===== src/rtl/athos_ip_pkg.sv =====
// ---------------------------------------------------------------------------
// athos_ip_pkg: shared types and constants for athos_ip.  Rev 1.0
// ---------------------------------------------------------------------------
`default_nettype none

package athos_ip_pkg;

   typedef enum logic [2:0] {
      SEQ_IDLE    = 3'd0,
      SEQ_LOAD    = 3'd1,
      SEQ_COMPUTE = 3'd2,
      SEQ_STORE   = 3'd3,
      SEQ_DONE    = 3'd4
   } seq_state_t;

   typedef enum logic [1:0] {
      PH_NONE    = 2'd0,
      PH_LOAD    = 2'd1,
      PH_COMPUTE = 2'd2,
      PH_STORE   = 2'd3
   } seq_phase_t;

   localparam int OP_NULL   = 0;
   localparam int OP_KECCAK = 1;

endpackage

`default_nettype wire


===== src/rtl/athos_ip_phase_cnt.sv =====
// ---------------------------------------------------------------------------
// athos_ip_phase_cnt: per-phase beat/cycle counter with last/zero flags.  Rev 1.0
// ---------------------------------------------------------------------------
`default_nettype none

module athos_ip_phase_cnt #(
   parameter int CNT_W = 10
) (
   input  logic             clk_i,
   input  logic             rst_ni,
   input  logic             clear_i,
   input  logic             inc_i,
   input  logic [CNT_W-1:0] len_i,
   output logic [CNT_W-1:0] cnt_o,
   output logic             last_o,
   output logic             zero_o
);

   logic [CNT_W-1:0] cnt_q;

   // Clear has priority so the final beat of a phase never advances past len-1.
   always_ff @(posedge clk_i or negedge rst_ni) begin
      if (!rst_ni) begin
         cnt_q <= '0;
      end else if (clear_i) begin
         cnt_q <= '0;
      end else if (inc_i) begin
         cnt_q <= cnt_q + CNT_W'(1);
      end
   end

   assign cnt_o  = cnt_q;
   assign zero_o = (len_i == '0);
   assign last_o = inc_i && (cnt_q == (len_i - CNT_W'(1)));

endmodule

`default_nettype wire


===== src/rtl/athos_ip_op_sequencer.sv =====
// ---------------------------------------------------------------------------
// athos_ip_op_sequencer: LOAD/COMPUTE/STORE command sequencer with status and irq.
// Optional busy-cycle counter via ATHOS_IP_SEQ_PERF_EN.  Rev 1.0
// ---------------------------------------------------------------------------
`default_nettype none

module athos_ip_op_sequencer
   import athos_ip_pkg::*;
#(
   parameter int CNT_W  = 10,
   parameter int OP_W   = 6,
   parameter int PERF_W = 32
) (
   input  logic              clk_i,
   input  logic              rst_ni,
   input  logic              cmd_valid_i,
   output logic              cmd_ready_o,
   input  logic [1:0]        cmd_phase_i,
   input  logic              cmd_chain_i,
   input  logic [OP_W-1:0]   operation_i,
   input  logic [CNT_W-1:0]  load_len_i,
   input  logic [CNT_W-1:0]  comp_len_i,
   input  logic [CNT_W-1:0]  store_len_i,
   input  logic              load_beat_i,
   output logic              flag_input_o,
   input  logic              store_beat_i,
   output logic              store_en_o,
   output logic              start_dp_o,
   input  logic              done_dp_i,
   output logic              busy_o,
   output logic [2:0]        phase_o,
   output logic [CNT_W-1:0]  cnt_o,
   output logic              status_done_o,
   output logic              status_err_o,
   input  logic              clr_status_i,
   output logic              intr_o,
   output logic [PERF_W-1:0] perf_cycles_o
);

   seq_state_t       state_q, state_d;
   seq_phase_t       phase_in;
   logic             chain_q;
   logic [CNT_W-1:0] load_len_q, comp_len_q, store_len_q;
   logic [CNT_W-1:0] len_sel, cnt;
   logic             accept, op_null, inc_raw, inc, clear, last, zero;
   logic             done_q, err_q;

   assign accept   = cmd_valid_i && (state_q == SEQ_IDLE);
   assign op_null  = (operation_i == OP_W'(OP_NULL));
   assign phase_in = seq_phase_t'(cmd_phase_i);

   always_comb begin
      len_sel = '0;
      inc_raw = 1'b0;
      case (state_q)
         SEQ_LOAD:    begin len_sel = load_len_q;  inc_raw = load_beat_i;  end
         SEQ_COMPUTE: begin len_sel = comp_len_q;  inc_raw = 1'b1;         end
         SEQ_STORE:   begin len_sel = store_len_q; inc_raw = store_beat_i; end
         default:     ;
      endcase
   end

   // A zero-length phase sees no beats; it simply falls through in one cycle.
   assign inc   = inc_raw && !zero;
   assign clear = (state_d != state_q);

   athos_ip_phase_cnt #(.CNT_W(CNT_W)) u_phase_cnt (
      .clk_i   (clk_i),
      .rst_ni  (rst_ni),
      .clear_i (clear),
      .inc_i   (inc),
      .len_i   (len_sel),
      .cnt_o   (cnt),
      .last_o  (last),
      .zero_o  (zero)
   );

   always_comb begin
      state_d = state_q;
      case (state_q)
         SEQ_IDLE: begin
            if (cmd_valid_i) begin
               if (op_null) begin
                  state_d = SEQ_DONE;
               end else begin
                  case (phase_in)
                     PH_LOAD:    state_d = SEQ_LOAD;
                     PH_COMPUTE: state_d = SEQ_COMPUTE;
                     PH_STORE:   state_d = SEQ_STORE;
                     default:    state_d = SEQ_DONE;
                  endcase
               end
            end
         end
         SEQ_LOAD: begin
            if (zero || last) state_d = chain_q ? SEQ_COMPUTE : SEQ_DONE;
         end
         SEQ_COMPUTE: begin
            if (zero || last || done_dp_i) state_d = chain_q ? SEQ_STORE : SEQ_DONE;
         end
         SEQ_STORE: begin
            if (zero || last) state_d = SEQ_DONE;
         end
         default: state_d = SEQ_IDLE;
      endcase
   end

   always_ff @(posedge clk_i or negedge rst_ni) begin
      if (!rst_ni) begin
         state_q     <= SEQ_IDLE;
         chain_q     <= 1'b0;
         load_len_q  <= '0;
         comp_len_q  <= '0;
         store_len_q <= '0;
      end else begin
         state_q <= state_d;
         if (accept) begin
            chain_q     <= cmd_chain_i;
            load_len_q  <= load_len_i;
            comp_len_q  <= comp_len_i;
            store_len_q <= store_len_i;
         end
      end
   end

   // Sticky status: a set in the same cycle as a clear wins.
   always_ff @(posedge clk_i or negedge rst_ni) begin
      if (!rst_ni) begin
         done_q <= 1'b0;
         err_q  <= 1'b0;
      end else begin
         if (state_q == SEQ_DONE) done_q <= 1'b1;
         else if (clr_status_i)   done_q <= 1'b0;
         if (accept && op_null)   err_q  <= 1'b1;
         else if (clr_status_i)   err_q  <= 1'b0;
      end
   end

   assign cmd_ready_o   = (state_q == SEQ_IDLE);
   assign busy_o        = (state_q != SEQ_IDLE);
   assign phase_o       = state_q;
   assign cnt_o         = cnt;
   assign flag_input_o  = (state_q == SEQ_LOAD) && load_beat_i && !zero;
   assign store_en_o    = (state_q == SEQ_STORE);
   assign start_dp_o    = (state_q == SEQ_COMPUTE) && (cnt == '0) && !zero;
   assign intr_o        = (state_q == SEQ_DONE);
   assign status_done_o = done_q;
   assign status_err_o  = err_q;

`ifdef ATHOS_IP_SEQ_PERF_EN
   logic [PERF_W-1:0] perf_q;

   always_ff @(posedge clk_i or negedge rst_ni) begin
      if (!rst_ni) begin
         perf_q <= '0;
      end else if (accept) begin
         perf_q <= '0;
      end else if (busy_o && (perf_q != '1)) begin
         perf_q <= perf_q + PERF_W'(1);
      end
   end

   assign perf_cycles_o = perf_q;
`else
   assign perf_cycles_o = '0;
`endif

endmodule

`default_nettype wire


===== config.mk =====
export PLATFORM = sky130hd
export DESIGN_NAME = athos_ip_op_sequencer
export DESIGN_NICKNAME = d
export VERILOG_FILES = /design/src/rtl/athos_ip_pkg.sv /design/src/rtl/athos_ip_phase_cnt.sv /design/src/rtl/athos_ip_op_sequencer.sv
export SDC_FILE = /design/constraint.sdc
export NUM_CORES = 1
export LEC_CHECK = 0
export BUFFER_PORTS_ARGS = -buffer_cell sky130_fd_sc_hd__clkbuf_2
export CAP_MARGIN = 25
export CORE_UTILIZATION = 46
export DETAILED_ROUTE_END_ITERATION = 12
export GPL_TIMING_DRIVEN = 0
export PLACE_DENSITY = 0.82
export SLEW_MARGIN = 20
export SYNTH_ARGS = -nofsm -noshare
export SYNTH_HDL_FRONTEND = slang
export SYNTH_SLANG_ARGS = --single-unit

===== constraint.sdc =====
create_clock -name clk_i -period 3 [get_ports clk_i]
set_clock_uncertainty 0.2 [all_clocks]
set_input_delay 0.45 -clock clk_i [delete_from_list [all_inputs] [get_ports clk_i]]
set_output_delay 0.45 -clock clk_i [all_outputs]
set_load 0.03 [all_outputs]

==> impl_metrics.prom <==
# TYPE chip_impl_metric gauge
chip_impl_metric{name="cp_data_required_time",unit="ns"} 3.01
chip_impl_metric{name="starting_utilization_of_the_core_area",unit=""} 0.479
chip_impl_metric{name="share_of_synthesized_area_spent_on_multiplexers",unit=""} 0.151
chip_impl_metric{name="leak_pwr",unit="nW"} 1.92
chip_impl_metric{name="grt_pass1_vias",unit=""} 2562
chip_impl_metric{name="route.detailed.vias_per_inst",unit=""} 5.14
chip_impl_metric{name="slew-limit-headroom",unit=""} 0.579
chip_impl_info{name="crit_path_start_kind",value="flop"} 1
chip_impl_metric{name="setup_viol",unit=""} 15
chip_impl_info{name="min_from",value="cmd_chain_i"} 1
chip_impl_metric{name="layout.area.seq",unit="um2"} 1150
chip_impl_metric{name="cts_num_sinks",unit=""} 46
chip_impl_metric{name="period_needed",unit="ns"} 3.18
chip_impl_metric{name="drt_pre_antenna_iters",unit=""} 4
chip_impl_metric{name="post-place-cells",unit=""} 476
chip_impl_metric{name="postSynthCellCount",unit=""} 301
chip_impl_metric{name="syn_warnings",unit=""} 0
chip_impl_metric{name="postSynthRegisterBits",unit=""} 46
chip_impl_info{name="crit_start",value="phase_o[1]"} 1
chip_impl_metric{name="synthSimpleGateAreaFrac",unit=""} 0.150
chip_impl_metric{name="p_per_area",unit="nW/um2"} 1060
chip_impl_metric{name="place.port_buffers",unit=""} 66
chip_impl_metric{name="layoutNonFillerInstCount",unit=""} 498
chip_impl_info{name="min-delay-path-class",value="input pin to flop"} 1
chip_impl_metric{name="maxSlewViolCount",unit=""} 0
chip_impl_metric{name="final_cell_area",unit="um2"} 4100
chip_impl_metric{name="htreeDepth",unit=""} 2
chip_impl_metric{name="drt_first_iter_violations",unit=""} 142
chip_impl_metric{name="grt_first_pass_wirelength",unit="mm"} 12.1
chip_impl_info{name="synth_top_family_by_area",value="multiplexers"} 1
chip_impl_metric{name="setup_ws",unit="ns"} -0.179
chip_impl_metric{name="grt_antenna_before_repair",unit=""} 0
chip_impl_metric{name="timing.critical_path.arrival",unit="ns"} 3.18
chip_impl_metric{name="cts.reportedPaths.clkPinSlew",unit="ns"} 0.10
chip_impl_metric{name="synth_xor_xnor_area_share",unit=""} 0.0658
chip_impl_metric{name="clk-insertion-delay-late",unit="ns"} 0.30
chip_impl_metric{name="cts_max_path_buffers",unit=""} 2
chip_impl_metric{name="critical-path-max-stage-delay",unit="ns"} 0.44
chip_impl_info{name="reg2reg_from",value="phase_o[1]"} 1
chip_impl_metric{name="fmax",unit="GHz"} 0.315
chip_impl_metric{name="crit_path_max_fanout",unit=""} 5
chip_impl_info{name="grt_setup_unrepaired",value="yes"} 1
chip_impl_metric{name="post-place-ws",unit="ns"} -0.343
chip_impl_metric{name="std_cell_rows",unit=""} 29
chip_impl_metric{name="grt_max_degree",unit=""} 25
chip_impl_info{name="crit_path_top_delay_cell",value="sky130_fd_sc_hd__dfrtp_2"} 1
chip_impl_metric{name="place.gp.congestion",unit=""} 0.830
chip_impl_metric{name="grt.overflow.total",unit=""} 0
chip_impl_metric{name="drv_cap",unit=""} 0
chip_impl_metric{name="pin_slew_with_the_least_headroom_to_its_limit",unit="ns"} 0.627
chip_impl_metric{name="ir_drop",unit="uV"} 696
chip_impl_metric{name="synth_edf_count",unit=""} 0
chip_impl_metric{name="vias",unit=""} 2558
chip_impl_metric{name="finalSetupTns",unit="ns"} -2.26
chip_impl_metric{name="floorplan.die.height",unit="um"} 83.6
chip_impl_metric{name="post-route-period-util",unit=""} 1.06
chip_impl_metric{name="dp_hpwl",unit="mm"} 5.37
chip_impl_metric{name="totalWireLength",unit="mm"} 7.43
chip_impl_metric{name="syn_area_per_cell",unit="um2"} 10.2
chip_impl_metric{name="share_of_final_layout_standard_cells_stronger_than_drive_strength_1",unit=""} 0.466
chip_impl_info{name="violations",value="negative setup slack"} 1
chip_impl_metric{name="core_outline_area",unit="um2"} 6390
chip_impl_info{name="tritoncts",value="built"} 1
chip_impl_metric{name="post_synth_fa_ha_maj_area_fraction",unit=""} 0.0164
chip_impl_metric{name="pin_count",unit=""} 99
chip_impl_metric{name="antenna_nets_post_route",unit=""} 0
chip_impl_metric{name="fillers",unit=""} 527
chip_impl_info{name="outcome",value="finished with violations"} 1
chip_impl_metric{name="global_routing_usage_summed_across_all_routing_layers",unit=""} 0.216
chip_impl_metric{name="fp.dieArea",unit="um2"} 6980
chip_impl_info{name="path_common_cell",value="sky130_fd_sc_hd__buf_8"} 1
chip_impl_metric{name="layout-area-overhead-vs-synth",unit="%"} 34.0
chip_impl_info{name="setup.worst_path.end_class",value="flop"} 1
chip_impl_metric{name="cts_made_buffers",unit=""} 5
chip_impl_metric{name="synthesis.area",unit="um2"} 3060
chip_impl_metric{name="hold_viol",unit=""} 0
chip_impl_metric{name="finalHoldWorstSlack",unit="ns"} 0.145
chip_impl_metric{name="yosysUniqueCellTypes",unit=""} 53
chip_impl_metric{name="placedInstanceArea",unit="um2"} 3720
chip_impl_metric{name="drt_drc_violations_left",unit=""} 0
chip_impl_metric{name="nNetsFinal",unit=""} 470
chip_impl_metric{name="dieWidth",unit="um"} 83.6
chip_impl_info{name="synth_top_flop_cell",value="sky130_fd_sc_hd__dfrtp_1"} 1
chip_impl_metric{name="compound_cell_area_share_of_the_yosys_netlist",unit=""} 0.119
chip_impl_info{name="path_cells",value="buf_8 -> buf_8 -> mux2_4 -> a32o_2 -> inv_2 -> buf_4 -> ha_4 -> nand3b_1 -> nand2b_1 -> xnor2_1 -> o31a_1 -> nor2_4 -> mux2i_2"} 1
chip_impl_metric{name="async_reset_ff_frac",unit=""} 1.00
chip_impl_metric{name="n_antenna_cell",unit=""} 0
chip_impl_info{name="root_buffer",value="sky130_fd_sc_hd__clkbuf_8"} 1
chip_impl_metric{name="multi_input_gate_area_in_the_final_layout",unit="um2"} 1860
chip_impl_metric{name="avgRoutedWirePerCell",unit="um"} 14.9
chip_impl_metric{name="yosysSeqAreaShare",unit=""} 0.376
chip_impl_info{name="critPathKind",value="flop to flop"} 1
## cell families after synthesis
logic type      count (synthesis)
flops                          46
buf+inv                        57
other cells                     1
mux                            42
xor+xnor                       23
compound gates                 46
simple gates                   82
fa+ha+maj                       4
## cell type report
type	count	area share
clock buffer	6	0.0177
buffer	47	0.0845
multi-input combinational	229	0.453
inverter	9	0.00824
tap	77	0.0235
clock inverter	2	0.00915
sequential	46	0.281
timing repair buffer	82	0.123
## cell usage after synthesis, types with 3 or more instances
library cell / instances / area (um2)
sky130_fd_sc_hd__dfrtp_1: 46 / 1150
sky130_fd_sc_hd__buf_4: 34 / 255
sky130_fd_sc_hd__mux2_2: 30 / 338
sky130_fd_sc_hd__xnor2_1: 22 / 193
sky130_fd_sc_hd__nand2_1: 18 / 67.6
sky130_fd_sc_hd__nor2_1: 16 / 60.1
sky130_fd_sc_hd__a21oi_1: 12 / 60.1
sky130_fd_sc_hd__mux2i_1: 11 / 110
sky130_fd_sc_hd__inv_1: 9 / 33.8
sky130_fd_sc_hd__a211oi_1: 7 / 52.6
sky130_fd_sc_hd__nor3_1: 7 / 35.0
sky130_fd_sc_hd__clkbuf_1: 6 / 22.5
sky130_fd_sc_hd__nor3b_1: 6 / 45.0
sky130_fd_sc_hd__and3_1: 5 / 31.3
sky130_fd_sc_hd__nand3_1: 5 / 25.0
sky130_fd_sc_hd__ha_1: 4 / 50.1
sky130_fd_sc_hd__nand4_1: 4 / 25.0
sky130_fd_sc_hd__nor2b_1: 4 / 25.0
sky130_fd_sc_hd__a211o_1: 3 / 26.3
sky130_fd_sc_hd__a211oi_2: 3 / 37.5
sky130_fd_sc_hd__buf_1: 3 / 11.3
sky130_fd_sc_hd__buf_6: 3 / 33.8
sky130_fd_sc_hd__o21ai_0: 3 / 15.0
sky130_fd_sc_hd__o31a_1: 3 / 26.3
## flip-flops by register name, indices dropped and copies added (netlist names)
register and flops:
comp_len_q 10, chain_q 1, phase_o 3, u_phase_cnt.cnt_o 10, store_len_q 10, status_err_o 1
status_done_o 1, load_len_q 10
## per-stage QoR
step / util / total power [mW]
finish: 0.642 / 4.36
global route: 0.642 / 4.63
CTS: 0.627 / 4.14
detailed placement: 0.582 / 3.42
global placement: 0.578 / 3.33
floorplan: - / 2.94
## where the power goes
part / switching (mW) / total (mW) / leakage (nW) / internal (mW)
Sequential: 0.174 / 1.05 / 0.568 / 0.872
Combinational: 1.54 / 2.84 / 1.30 / 1.30
Clock: 0.226 / 0.475 / 0.0514 / 0.249
Total: 1.94 / 4.36 / 1.92 / 2.42
## layer usage
| layer | global-route usage | routed length [um] | up-vias |
|---|---|---|---|
| met4 | 0.0740 | 108 | 0 |
| li1 | - | - | 1247 |
| met2 | 0.366 | 3740 | 93 |
| met1 | 0.277 | 3110 | 1204 |
| met5 | 0 | 0 | - |
| met3 | 0.0425 | 470 | 14 |
## cells in the final DEF (no fill, tap or decap), types with 5 or more instances in the layout
| cell type | count |
|---|---|
| sky130_fd_sc_hd__mux2_2 | 30 |
| sky130_fd_sc_hd__clkbuf_2 | 64 |
| sky130_fd_sc_hd__inv_1 | 7 |
| sky130_fd_sc_hd__buf_4 | 46 |
| sky130_fd_sc_hd__clkbuf_1 | 6 |
| sky130_fd_sc_hd__conb_1 | 32 |
| sky130_fd_sc_hd__xnor2_1 | 21 |
| sky130_fd_sc_hd__nor2_1 | 16 |
| sky130_fd_sc_hd__dfrtp_1 | 44 |
| sky130_fd_sc_hd__nand3_1 | 5 |
| sky130_fd_sc_hd__clkbuf_8 | 5 |
| sky130_fd_sc_hd__mux2i_1 | 9 |
| sky130_fd_sc_hd__nor3_1 | 6 |
| sky130_fd_sc_hd__nand2_1 | 17 |
| sky130_fd_sc_hd__buf_2 | 5 |
| sky130_fd_sc_hd__a21oi_1 | 12 |
## worst max-delay path: cells and delay by family (launching register included)
family | cells | cell delay, ns
adder cells (fa/ha/maj) | 1 | 0.13
AND/OR/NAND/NOR | 3 | 0.51
AO/OA/AOI/OAI | 2 | 0.64
buffers and inverters | 4 | 0.44
multiplexers | 2 | 0.58
XOR/XNOR | 1 | 0.14
flip-flops | 1 | 0.44
## timing repair
| action | CTS | global route |
|---|---|---|
| cloned | 0 | 0 |
| buffers inserted | 12 | 1 |
| endpoints found under the setup margin | 41 | 16 |
| pin swaps | 9 | 8 |
| endpoints found under the hold margin | 22 | 0 |
| hold buffers | 1 | 0 |
| gates resized for setup | 17 | 15 |
## worst paths after layout
check / to / cells past startpoint / slack (ns)
worst max-delay path: phase_o[1] / 13 / -0.18
worst min-delay path: chain_q / 3 / 0.14
worst max register to register: phase_o[1] / 13 / -0.18
worst min register to register: status_done_o / 1 / 0.29
max in group asynchronous: phase_o[0] / 3 / 1.58
min in group asynchronous: load_len_q[5] / 2 / 0.49
Power figures use the tool's default switching activity.
